## src/rtl/line_clear_sequencer.sv

```systemverilog
// rtl/line_clear_sequencer.sv - scans, flashes and collapses full board rows; FLASH phase enabled by LINE_CLEAR_FLASH_EN
module line_clear_sequencer #(
    parameter int ROWS        = 20,
    parameter int COLS        = 12,
    parameter int FLASH_TICKS = 4
) (
    input  logic                 clk,
    input  logic                 rst,
    input  logic                 start,
    input  logic [ROWS*COLS-1:0] board_in,
    input  logic                 tick,
    output logic                 busy,
    output logic                 done,
    output logic [ROWS*COLS-1:0] board_out,
    output logic [ROWS*COLS-1:0] flash,
    output logic [4:0]           lines,
    output logic [5:0]           score_inc
);

    localparam int N  = ROWS * COLS;
    localparam int PW = 6;

    typedef enum logic [2:0] {
        ST_IDLE,
        ST_SCAN,
        ST_FLASH,
        ST_COLLAPSE,
        ST_DONE
    } state_t;

    state_t          state_q, state_d;
    logic [N-1:0]    board_q, board_d;
    logic [ROWS-1:0] full_q, full_d;
    logic [PW-1:0]   rp_q, rp_d;
    logic [PW-1:0]   wp_q, wp_d;
    logic [4:0]      lines_q, lines_d;
    logic [5:0]      score_q, score_d;
    logic            busy_q, busy_d;
    logic            done_q, done_d;

    logic [COLS-1:0] rd_row;
    logic            rd_full;
    logic            wr_en;
    logic [COLS-1:0] wr_row;

`ifdef LINE_CLEAR_FLASH_EN
    localparam int TW = $clog2(FLASH_TICKS + 1);
    logic [TW-1:0] tcnt_q, tcnt_d;
    logic [N-1:0]  flash_q, flash_d;
`else
    logic unused_flash_cfg;
    assign unused_flash_cfg = tick | (FLASH_TICKS == 0);
`endif

    function automatic logic [5:0] score_of(input logic [4:0] l);
        case (l)
            5'd0:    score_of = 6'd0;
            5'd1:    score_of = 6'd1;
            5'd2:    score_of = 6'd3;
            5'd3:    score_of = 6'd5;
            5'd4:    score_of = 6'd8;
            default: score_of = {l, 1'b0};
        endcase
    endfunction

    // rp doubles as the scan row and the collapse read row
    always_comb begin
        rd_row  = '0;
        rd_full = 1'b0;
        for (int r = 0; r < ROWS; r++) begin
            if (rp_q == PW'(r)) begin
                rd_row  = board_q[r*COLS +: COLS];
                rd_full = full_q[r];
            end
        end
    end

    always_comb begin
        state_d = state_q;
        board_d = board_q;
        full_d  = full_q;
        rp_d    = rp_q;
        wp_d    = wp_q;
        lines_d = lines_q;
        score_d = score_q;
        wr_en   = 1'b0;
        wr_row  = '0;
`ifdef LINE_CLEAR_FLASH_EN
        tcnt_d  = tcnt_q;
        flash_d = '0;
`endif
        case (state_q)
            ST_IDLE: begin
                if (start) begin
                    board_d = board_in;
                    full_d  = '0;
                    lines_d = '0;
                    rp_d    = PW'(ROWS - 1);
                    state_d = ST_SCAN;
                end
            end
            ST_SCAN: begin
                if (&rd_row) begin
                    full_d  = full_q | (ROWS'(1) << rp_q);
                    lines_d = lines_q + 5'd1;
                end
                if (rp_q == '0) begin
                    rp_d = PW'(ROWS - 1);
                    wp_d = PW'(ROWS - 1);
                    if (lines_d == '0) begin
                        state_d = ST_DONE;
                    end else begin
`ifdef LINE_CLEAR_FLASH_EN
                        tcnt_d  = '0;
                        state_d = ST_FLASH;
`else
                        state_d = ST_COLLAPSE;
`endif
                    end
                end else begin
                    rp_d = rp_q - PW'(1);
                end
            end
`ifdef LINE_CLEAR_FLASH_EN
            ST_FLASH: begin
                if (tick) begin
                    if (tcnt_q == TW'(FLASH_TICKS - 1)) begin
                        tcnt_d  = '0;
                        state_d = ST_COLLAPSE;
                    end else begin
                        tcnt_d = tcnt_q + TW'(1);
                    end
                end
            end
`endif
            ST_COLLAPSE: begin
                // rp decrements past 0 into the out-of-range sentinel region
                if (rp_q < PW'(ROWS) && rd_full) begin
                    rp_d = rp_q - PW'(1);
                end else begin
                    wr_en  = 1'b1;
                    wr_row = (rp_q < PW'(ROWS)) ? rd_row : '0;
                    if (rp_q < PW'(ROWS)) rp_d = rp_q - PW'(1);
                    wp_d = wp_q - PW'(1);
                    if (wp_q == '0) state_d = ST_DONE;
                end
            end
            ST_DONE: begin
                state_d = ST_IDLE;
            end
            default: begin
                state_d = ST_IDLE;
            end
        endcase

        for (int r = 0; r < ROWS; r++) begin
            if (wr_en && wp_q == PW'(r)) board_d[r*COLS +: COLS] = wr_row;
        end

        if (state_d == ST_DONE) score_d = score_of(lines_d);

`ifdef LINE_CLEAR_FLASH_EN
        if (state_d == ST_FLASH) begin
            for (int r = 0; r < ROWS; r++) flash_d[r*COLS +: COLS] = {COLS{full_d[r]}};
        end
`endif
        done_d = (state_d == ST_DONE);
        busy_d = (state_d != ST_IDLE);
    end

    always_ff @(posedge clk) begin
        if (rst) begin
            state_q <= ST_IDLE;
            board_q <= '0;
            full_q  <= '0;
            rp_q    <= '0;
            wp_q    <= '0;
            lines_q <= '0;
            score_q <= '0;
            busy_q  <= 1'b0;
            done_q  <= 1'b0;
`ifdef LINE_CLEAR_FLASH_EN
            tcnt_q  <= '0;
            flash_q <= '0;
`endif
        end else begin
            state_q <= state_d;
            board_q <= board_d;
            full_q  <= full_d;
            rp_q    <= rp_d;
            wp_q    <= wp_d;
            lines_q <= lines_d;
            score_q <= score_d;
            busy_q  <= busy_d;
            done_q  <= done_d;
`ifdef LINE_CLEAR_FLASH_EN
            tcnt_q  <= tcnt_d;
            flash_q <= flash_d;
`endif
        end
    end

    assign busy      = busy_q;
    assign done      = done_q;
    assign board_out = board_q;
    assign lines     = lines_q;
    assign score_inc = score_q;
`ifdef LINE_CLEAR_FLASH_EN
    assign flash     = flash_q;
`else
    assign flash     = '0;
`endif

endmodule

```

## config.mk

```make
export PLATFORM = sky130hd
export DESIGN_NAME = line_clear_sequencer
export DESIGN_NICKNAME = d
export VERILOG_FILES = /design/src/rtl/line_clear_sequencer.sv
export SDC_FILE = /design/constraint.sdc
export NUM_CORES = 1
export LEC_CHECK = 0
export ABC_CLOCK_PERIOD_IN_PS = 8800
export BUFFER_PORTS_ARGS = -buffer_cell sky130_fd_sc_hd__buf_2
export CELL_PAD_IN_SITES_DETAIL_PLACEMENT = 2
export CELL_PAD_IN_SITES_GLOBAL_PLACEMENT = 2
export CORE_AREA = 4 4 281 283
export DETAILED_ROUTE_END_ITERATION = 16
export DIE_AREA = 0 0 285 287
export PLACE_DENSITY = 0.82
export SETUP_SLACK_MARGIN = 0.5
export SYNTH_ARGS = -nofsm -noshare
export SYNTH_HDL_FRONTEND = slang
export SYNTH_SLANG_ARGS = --single-unit
```

## constraint.sdc

```tcl
create_clock -name clk -period 8.8 [get_ports clk]
set_input_delay 0 -clock clk [delete_from_list [all_inputs] [get_ports clk]]
set_output_delay 0 -clock clk [all_outputs]
set_load 0.05 [all_outputs]
```

==> results of run 1 <==
## per-stage QoR
step / worst slack (ps) / hold WS (ps) / area (um^2) / power (W)
floorplan: 4630 / 136 / 18700 / 0.00307
global placement: 3070 / 268 / 20200 / 0.00369
detailed placement: 2890 / 264 / 20200 / 0.00373
CTS: 2860 / 78.3 / 24100 / 0.00562
global route: 2610 / 133 / 24100 / 0.00585
finish: 2760 / 69.7 / 24100 / 0.00569
## cells in the mapped netlist (14+ instances only)
cell type,n
a311oi_1,50
buf_4,240
a221oi_1,21
nand2_1,508
nor2_1,202
a211oi_1,198
and2_1,25
nor3_1,47
inv_1,22
a21oi_1,103
dfxtp_1,288
buf_2,17
o22ai_1,25
and3_1,160
clkbuf_1,167
a22oi_1,17
a31oi_1,14
o21ai_0,29
nand3_1,32
## state kept, by name, indices dropped and copies added (netlist names)
signal / cells
state_q: 3
busy: 1
lines: 5
full_q: 20
score_inc: 6
board_out: 240
rp_q: 6
done: 1
wp_q: 6
## power breakdown
part	total [W]	switching [W]	internal, W
sequential	0.00166	0.000230	0.00143
combinational	0.00222	0.00165	0.000566
clock	0.00181	0.000714	0.00110
## placed cells by master (no fill, tap or decap), drive strengths merged, types with 17 or more instances in the layout
cell,instances
clkbuf,59
nor3,49
o22ai,25
conb,240
dlygate4sd3,241
o21ai,31
buf,523
a22oi,17
a21oi,104
nor2,206
nand2,508
a311oi,50
and2,26
inv,25
a221oi,22
a211oi,199
and3,160
dfxtp,288
nand3,32
## cell families (layout without fill, tap and decap cells)
kind of cell	count (synthesis)	after routing	share of synthesized area (%)
buffers and inverters	452	860	14.8
other	1	248	0.0211
muxes	11	11	0.625
xor gates and xnor gates	8	8	0.394
and+or+nand+nor	1065	1065	27.7
AOI/OAI and AO/OA	569	569	23.3
DFF	288	288	32.4
adders and majority gates	11	11	0.773
## layer usage
metal  global-route usage [%]  vias to the layer above  share of wire [%]
li1                         -                     9347                  -
met2                     48.7                     1140                 48
met1                     34.7                    11100                 40
met4                     14.2                        0                5.5
met5                        0                        -                  0
met3                     4.96                      304                6.4
## area by class of cell
class                      count  area share [%]
multi-input combinational   1904            43.0
sequential                   288            23.9
timing repair buffer         765            21.3
tap                         1040            5.40
clock buffer                  58            4.98
clock inverter                15           0.904
inverter                      22           0.343
antenna                        8          0.0831
## worst max-delay path by stage
stage / start / end / slack (ps) / cells past startpoint
final: rp_q[1] / score_inc[5] / 2760 / 15
after global routing: rp_q[0] / score_inc[2] / 2610 / 16
after CTS: rp_q[1] / score_inc[5] / 2860 / 15
after detailed placement: rp_q[0] / score_inc[3] / 2890 / 14
after global placement: rp_q[1] / score_inc[3] / 3070 / 15
after floorplan: rp_q[1] / busy / 4630 / 15
## worst max-delay path: cells and delay by family (launching register included)
kind,cells,cell delay (ps)
compound gates,5,1790
fa+ha+maj,1,360
buf+inv,2,430
flops,1,420
mux,2,740
simple gates,5,2100
==> impl_metrics.csv, run 1 <==
group,metric,value,unit
outcome,status,"finished, final reports clean",
logic_synthesis,yosysSeqAreaShare,32.4,%
timing,slew_violations,0,
worst_setup_path,worstSetupEndpointType,"register",
floorplan,pin_count,737,
finish,fin_nets,3276,
route,drt-initial-drc-count,2036,
worst_setup_path,crit_arrival,6430,ps
logic_synthesis,yosysWarnings,0,
cts,clock-sinks,288,
worst_setup_path,path_max_fanout,25,
route,routed_wl,125000,um
route,route.detailed.drc,0,
place,place_inst,3778,
cts,clkLatencyLatePin,600,ps
timing,fin_crit,6040,ps
finish,multi_input_area,0.0104,mm^2
min_path,min_delay_path_depth,2,
worst_setup_path,path_cells,"inv_1, ha_2, buf_4, nor2b_1, a221oi_1, or4_1, a221oi_1, o21ai_1, a22o_1, or3_1, nor3_4, mux2i_1, a21o_1, mux2i_1, nor2_1",
floorplan,die_w,285,um
global_routing,grt_start_max_net_pins,176,
timing,min_period_over_period,68.6,%
timing,grt_setup_unrepaired,"false",
logic_synthesis,netlist_area,0.0178,mm^2
logic_synthesis,yosysUniqueCellTypes,89,
cts,post_cts_resized,0,
timing,clock_skew,63.1,ps
min_path,hold_path_startpoint,"rst",
finish,syn2layout_area_growth,35.2,%
route,antenna_left,0,
global_routing,grt_first_pass_wirelength,172000,um
floorplan,die_area,0.0818,mm^2
timing,worstMarginPinSlew,1390,ps
floorplan,coreArea,0.0767,mm^2
min_path,hold_end,"board_out[2]",
logic_synthesis,async_flop_share,0,%
floorplan,rows,102,
pwr,ir_drop,113,uV
min_path,hold_class,"input port to register",
worst_setup_path,crit_slowest_cell,"nor2b_1",
run,drv_cap,0,
route,dr.pass1.iters,6,
route,num_vias,21900,
cts,root_buffer,"clkbuf_16",
finish,drive_gt1_share,20.9,%
worst_setup_path,crit_type,"register to register",
pwr,p_leak,10.2,nW
logic_synthesis,ys_ff_latch,288,
route,drt-vias-per-instance,5.34,
cts,postCtsSetupBuffers,0,
logic_synthesis,synth.top_cells.by_area,"dfxtp_1 32%, nand2_1 11%, buf_4 10%",
logic_synthesis,synth-edff-count,0,
floorplan,die_h,287,um
logic_synthesis,avgSynthCellArea,7.40,um^2
timing,setup-tns-final,0,ps
finish,fillers,8957,
timing,setup_viol,0,
cts,clk_path_buf_depth,3,
worst_setup_path,rr_endpoint,"score_inc[5]",
cts,htree_levels,2,
cts,cts_tree,"yes",
place,gp_congestion,0.938,
route,wire_per_inst,30.4,um
finish,regArea,0.00577,mm^2
pwr,powerDensity,236,mW/mm^2
cts,cts_inserted_buffers,40,
worst_setup_path,reg2reg_depth,15,
timing,slew_headroom,7.09,%
floorplan,initial_core_util,23.2,%
worst_setup_path,r2r-start,"rp_q[1]",
logic_synthesis,synthesis.instances,2405,
finish,fin_util,31.4,%
worst_setup_path,reg2reg_setup_slack,2760,ps
worst_setup_path,cpPeakStageDelay,720,ps
timing,clock.fmax,166,MHz
logic_synthesis,synth_top_area_share,32.4,%
global_routing,grtUsageTotal,28.5,%
cts,path_clk_slew,60,ps
logic_synthesis,synth-main-ff-cell,"dfxtp_1",
worst_setup_path,start_kind,"register",
logic_synthesis,synth_top_area_cell,"dfxtp_1",
timing,hold_violations,0,
worst_setup_path,worstPathRequired,9200,ps
place,hpwl,85700,um
finish,final_cells,4100,
cts,cts-hold-fix-buffers,241,
global_routing,grt_antenna_before_repair,11,
global_routing,grt_pass1_vias,23200,
place,io_buffers,495,
global_routing,gr-total-overflow,0,
Note: power is estimated with default switching activity, not from simulation.
==> run 2, diff against run 1 <==
--- a/config.mk
+++ b/config.mk
@@ -5,14 +5,14 @@
 export SDC_FILE = /design/constraint.sdc
 export NUM_CORES = 1
 export LEC_CHECK = 0
-export ABC_CLOCK_PERIOD_IN_PS = 8800
+export ABC_CLOCK_PERIOD_IN_PS = 5620
 export BUFFER_PORTS_ARGS = -buffer_cell sky130_fd_sc_hd__buf_2
 export CELL_PAD_IN_SITES_DETAIL_PLACEMENT = 2
 export CELL_PAD_IN_SITES_GLOBAL_PLACEMENT = 2
-export CORE_AREA = 4 4 281 283
+export CORE_AREA = 4 4 283 285
 export DETAILED_ROUTE_END_ITERATION = 16
-export DIE_AREA = 0 0 285 287
-export PLACE_DENSITY = 0.82
+export DIE_AREA = 0 0 287 289
+export PLACE_DENSITY = 0.81
 export SETUP_SLACK_MARGIN = 0.5
 export SYNTH_ARGS = -nofsm -noshare
 export SYNTH_HDL_FRONTEND = slang
==> constraint.sdc (replaced) <==
create_clock -name clk -period 5.62 [get_ports clk]
set_input_delay 0 -clock clk [delete_from_list [all_inputs] [get_ports clk]]
set_output_delay 0 -clock clk [all_outputs]
set_load 0.05 [all_outputs]
==> impl_metrics.csv, run 2 (same netlist as run 1, synthesis figures left out) <==
group,metric,value,unit
finish,largest_reg_flops,240,
timing,slew_headroom,2.64,%
finish,final_cell_mix,"508 x nand2_1, 494 x buf_2, 287 x dfxtp_1",
route,drt-vias-per-instance,5.35,
cts,clk_path_buf_depth,3,
finish,multi_input_area,0.0104,mm^2
worst_setup_path,r2r-start,"rp_q[0]",
worst_setup_path,crit_slowest_cell,"dlygate4sd3_1",
cts,clock-sinks,288,
finish,syn2layout_area_growth,38.4,%
worst_setup_path,worstPathRequired,6150,ps
floorplan,die_h,289,um
timing,setup-tns-final,0,ps
timing,grt_setup_unrepaired,"false",
floorplan,coreArea,0.0773,mm^2
finish,drive_gt1_share,22.5,%
cts,path_clk_slew,60,ps
cts,cts_inserted_buffers,39,
route,drt-initial-drc-count,1797,
worst_setup_path,path_max_fanout,29,
place,gp_congestion,0.955,
cts,root_buffer,"clkbuf_16",
worst_setup_path,crit_arrival,5480,ps
floorplan,initial_core_util,23.0,%
route,num_vias,22300,
worst_setup_path,path_delay_family,"compound AO/OA/AOI/OAI gates",
worst_setup_path,cpPeakStageDelay,570,ps
pwr,powerDensity,362,mW/mm^2
worst_setup_path,crit_path_start,"rp_q[0]",
cts,clkLatencyLatePin,590,ps
worst_setup_path,crit_type,"register to register",
global_routing,grt_first_pass_wirelength,178000,um
route,route.detailed.drc,0,
floorplan,die_area,0.0829,mm^2
outcome,status,"finished, final reports clean",
worst_setup_path,path_cells,"inv_1, ha_1, clkbuf_8, nor2b_4, buf_4, nand3_1, a31o_2, o21ai_0, o2111ai_1, a211o_1, a31o_4, and2_1, nand2_1, buf_4, nor2_1, a311oi_1, dlygate4sd3_1",
cts,cts_tree,"yes",
global_routing,grt_antenna_before_repair,11,
pwr,ir_drop,172,uV
global_routing,grt_start_max_net_pins,175,
route,routed_wl,127000,um
pwr,p_leak,10.5,nW
min_path,hold_path_startpoint,"start",
timing,min_period_over_period,88.1,%
worst_setup_path,crit_buf_inv,5,
timing,hold_violations,0,
global_routing,grt_pass1_vias,24100,
timing,slew_violations,0,
finish,fin_nets,3346,
floorplan,pin_count,737,
floorplan,rows,102,
route,wire_per_inst,30.6,um
global_routing,grtUsageTotal,29.0,%
route,dr.pass1.iters,5,
timing,worstMarginPinSlew,1440,ps
route,antenna_left,0,
cts,htree_levels,2,
timing,clock_skew,54.6,ps
finish,fillers,9098,
finish,final_cells,4167,
global_routing,gr-total-overflow,0,
worst_setup_path,start_kind,"register",
finish,mostFrequentLayoutCell,"nand2_1",
timing,fin_crit,4950,ps
min_path,hold_class,"input port to register",
floorplan,die_w,287,um
finish,regArea,0.00577,mm^2
timing,setup_viol,0,
place,io_buffers,495,
pwr,power.total,0.00891,W
run,drv_cap,0,
timing,clock.fmax,202,MHz
worst_setup_path,worstSetupEndpointType,"register",
place,hpwl,88000,um
place,place_inst,3843,
worst_setup_path,crit_top_cell,"buf_4",
run 2: cell count changes in the layout (fill, tap and decap cells not counted), moves of 3 or more:
cell / before / now
nand2_2: 7 / 0
dlygate4sd3_1: 241 / 246
nand2_1: 501 / 508
nor2_2: 3 / 6
buf_12: 2 / 5
buf_4: 27 / 87
run 2: stage by stage:
| stage | hold slack [ps] | cell area (um^2) | utilization [%] | worst slack [ps] |
|---|---|---|---|---|
| floorplan | 136 | 18700 | - | 1450 |
| global placement | 249 | 20700 | 26.8 | 697 |
| detailed placement | 264 | 20700 | 26.8 | 527 |
| CTS | 17.1 | 24500 | 31.7 | 532 |
| global route | 62.4 | 24600 | 31.8 | 497 |
| finish | 27.5 | 24600 | 31.9 | 667 |
run 2: path summary, 6_finish.rpt:
| check | slack, ps | end | cells past startpoint |
|---|---|---|---|
| worst max-delay path | 670 | board_out[204] | 17 |
| worst min register to register | 460 | score_inc[2] | 2 |
| worst min-delay path | 30 | rp_q[4] | 4 |
| worst max register to register | 670 | board_out[204] | 17 |
run 2: layout make-up:
class | count | share of cell area (%)
repair buffers | 836 | 23.3
clock inverters | 15 | 0.721
inverters | 22 | 0.335
flip-flops and latches | 288 | 23.4
well taps | 1040 | 5.28
clock buffers | 56 | 4.71
diodes | 6 | 0.0609
multi-input cells | 1904 | 42.2
run 2: layer usage:
layer / track usage [%] / up-vias / routed length, um
li1: - / 9486 / -
met1: 34.4 / 11200 / 49500
met2: 49.7 / 1224 / 60900
met3: 6.02 / 375 / 9650
met4: 14.7 / 10 / 7370
met5: 0 / - / 62
run 2: worst reg2reg max path: stages (launching register included):
cell and delay [ps]:
dfxtp_1 400, inv_1 150, ha_1 210, clkbuf_8 330
nor2b_4 270, buf_4 200, nand3_1 90, a31o_2 280
o21ai_0 250, o2111ai_1 250, a211o_1 440, a31o_4 330
and2_1 350, nand2_1 210, buf_4 280, nor2_1 90
a311oi_1 240, dlygate4sd3_1 570
run 2: power breakdown:
| group | internal (W) | switching (W) |
|---|---|---|
| Clock | 0.00158 | 0.00114 |
| Sequential | 0.00225 | 0.000351 |
| Combinational | 0.000963 | 0.00263 |
run 2: what timing repair did:
| action | CTS | global route |
|---|---|---|
| hold buffers | 246 | 0 |
| pin swaps | 0 | 2 |
| endpoints found under the setup margin | 2 | 43 |
| setup buffers | 0 | 1 |
| resized for setup | 1 | 20 |
| endpoints found under the hold margin | 256 | 0 |
==> run 3, diff against run 2 <==
--- a/config.mk
+++ b/config.mk
@@ -12,7 +12,7 @@
 export CORE_AREA = 4 4 283 285
 export DETAILED_ROUTE_END_ITERATION = 16
 export DIE_AREA = 0 0 287 289
-export PLACE_DENSITY = 0.81
+export PLACE_DENSITY = 0.84
 export SETUP_SLACK_MARGIN = 0.5
 export SYNTH_ARGS = -nofsm -noshare
 export SYNTH_HDL_FRONTEND = slang
==> impl_metrics.csv, run 3 (same netlist as run 1, synthesis figures left out) <==
group,metric,value,unit
route,drt-initial-drc-count,1726,
route,route.detailed.drc,0,
worst_setup_path,r2r-start,"rp_q[0]",
finish,largest_reg_flops,240,
timing,min_period_over_period,88.9,%
worst_setup_path,start_kind,"register",
timing,slew_headroom,9.28,%
global_routing,gr-total-overflow,0,
timing,slew_violations,0,
finish,drive_gt1_share,22.9,%
worst_setup_path,crit_path_start,"rp_q[0]",
route,routed_wl,128000,um
finish,mostFrequentLayoutCell,"nand2_1",
pwr,power.total,0.00898,W
min_path,hold_path_startpoint,"rst",
worst_setup_path,worstPathRequired,6020,ps
timing,grt_setup_unrepaired,"false",
place,hpwl,88800,um
cts,clkLatencyLatePin,580,ps
cts,clock-sinks,288,
cts,cts_tree,"yes",
cts,path_clk_slew,70,ps
cts,root_buffer,"clkbuf_16",
route,highest_layer,"met5",
route,num_vias,22300,
outcome,status,"finished, final reports clean",
min_path,hold_class,"input port to register",
worst_setup_path,crit_slowest_cell,"or3b_1",
worst_setup_path,path_delay_family,"compound AO/OA/AOI/OAI gates",
floorplan,die_h,289,um
finish,syn2layout_area_growth,38.7,%
worst_setup_path,path_max_fanout,11,
global_routing,grt_antenna_before_repair,13,
cts,clk_path_buf_depth,3,
place,gp_congestion,0.969,
place,io_buffers,495,
route,antenna_left,0,
worst_setup_path,reg2reg_setup_slack,620,ps
route,wl_met1,49600,um
floorplan,rows,102,
route,wl_met3,9050,um
route,wire_per_inst,30.7,um
timing,clock.fmax,200,MHz
global_routing,grt_first_pass_wirelength,178000,um
floorplan,initial_core_util,23.0,%
pwr,p_leak,10.5,nW
global_routing,grt_start_max_net_pins,166,
worst_setup_path,crit_top_cell,"buf_4",
route,dr_wl_met2,61200,um
timing,hold_violations,0,
timing,worstMarginPinSlew,1340,ps
worst_setup_path,crit_type,"register to register",
timing,clock_skew,36.7,ps
floorplan,die_area,0.0829,mm^2
timing,setup-tns-final,0,ps
worst_setup_path,worstSetupEndpointType,"register",
floorplan,pin_count,737,
cts,cts_inserted_buffers,40,
pwr,powerDensity,363,mW/mm^2
worst_setup_path,path_cells,"ha_2, or3b_1, buf_4, o32ai_1, a221o_1, o221ai_1, a31oi_2, o2111ai_1, nor4_2, buf_4, a41oi_1, a311o_1, or3_1, o211ai_1, a21oi_1",
finish,fin_nets,3346,
route,dr.pass1.iters,7,
cts,htree_levels,2,
pwr,ir_drop,176,uV
timing,fin_crit,5000,ps
finish,final_cell_mix,"505 x nand2_1, 494 x buf_2, 287 x dfxtp_1",
timing,setup_viol,0,
worst_setup_path,cpPeakStageDelay,570,ps
run,drv_cap,0,
worst_setup_path,crit_arrival,5400,ps
global_routing,grtUsageTotal,29.1,%
worst_setup_path,crit_buf_inv,2,
floorplan,coreArea,0.0773,mm^2
route,drt-vias-per-instance,5.35,
global_routing,grt_pass1_vias,24000,
floorplan,die_w,287,um
==> run 3: changes by cell type in the layout (fill, tap and decap cells not counted), sizes merged <==
cell and delta:
buf +6, bufinv +2, clkbuf -6, clkinv +1, clkinvlp +1, diode +4
dlygate4sd3 -5, inv -2
==> run 3: routing by layer <==
layer | track usage (%) | vias to the layer above
met2 | 49.9 | 1200
met4 | 15.5 | 2
li1 | - | 9474
met3 | 5.70 | 364
met5 | 0.988 | -
met1 | 34.3 | 11300
==> run 3: worst paths after layout <==
check            endpoint  depth (start not counted)
max reg2reg  score_inc[2]                         15
max          score_inc[2]                         15
min          board_out[2]                          2
min reg2reg     full_q[5]                          2
==> run 3: cell type report <==
cell class / count / area [um^2]
Sequential cell: 288 / 5770
Multi-Input combinational cell: 1904 / 10400
Fill cell: 9109 / 52600
Clock buffer: 52 / 1140
Timing Repair Buffer: 835 / 5730
Clock inverter: 17 / 238
Tap cell: 1040 / 1300
Inverter: 22 / 86.3
Antenna cell: 10 / 25.0
==> run 3: where the power goes <==
| part | internal (W) | total [W] | leakage (nW) | switching, W |
|---|---|---|---|---|
| Combinational | 0.000971 | 0.00360 | 7.51 | 0.00263 |
| Clock | 0.00166 | 0.00277 | 0.674 | 0.00111 |
| Sequential | 0.00225 | 0.00260 | 2.36 | 0.000354 |
==> run 3: repair_timing <==
action / in CTS / in global routing
hold endpoints to repair: 241 / 0
pin swaps: 0 / 2
hold buffers: 241 / 0
gates resized for setup: 3 / 24
endpoints found under the setup margin: 7 / 117
buffers inserted: 0 / 3
==> run 3: worst reg2reg max path, delay by kind of cell (launching register included) <==
family          cells  cell delay (ps)
buf+inv             2              460
fa+ha+maj           1              400
compound gates      9             2100
simple gates        3             1350
flops               1              500
==> run 3: metrics by stage <==
stage                     cell area, um^2  worst slack (ps)  util [%]  hold WS [ps]  cells
after floorplan                     18700              1450         -           136   2644
after global placement              20800               585      26.8           268   3845
after detailed placement            20800               481      26.8           278   3845
after CTS                           24600               540      31.8          98.8   4155
after global routing                24700               512      31.9           168   4164
final                               24700               621      31.9           126   4168
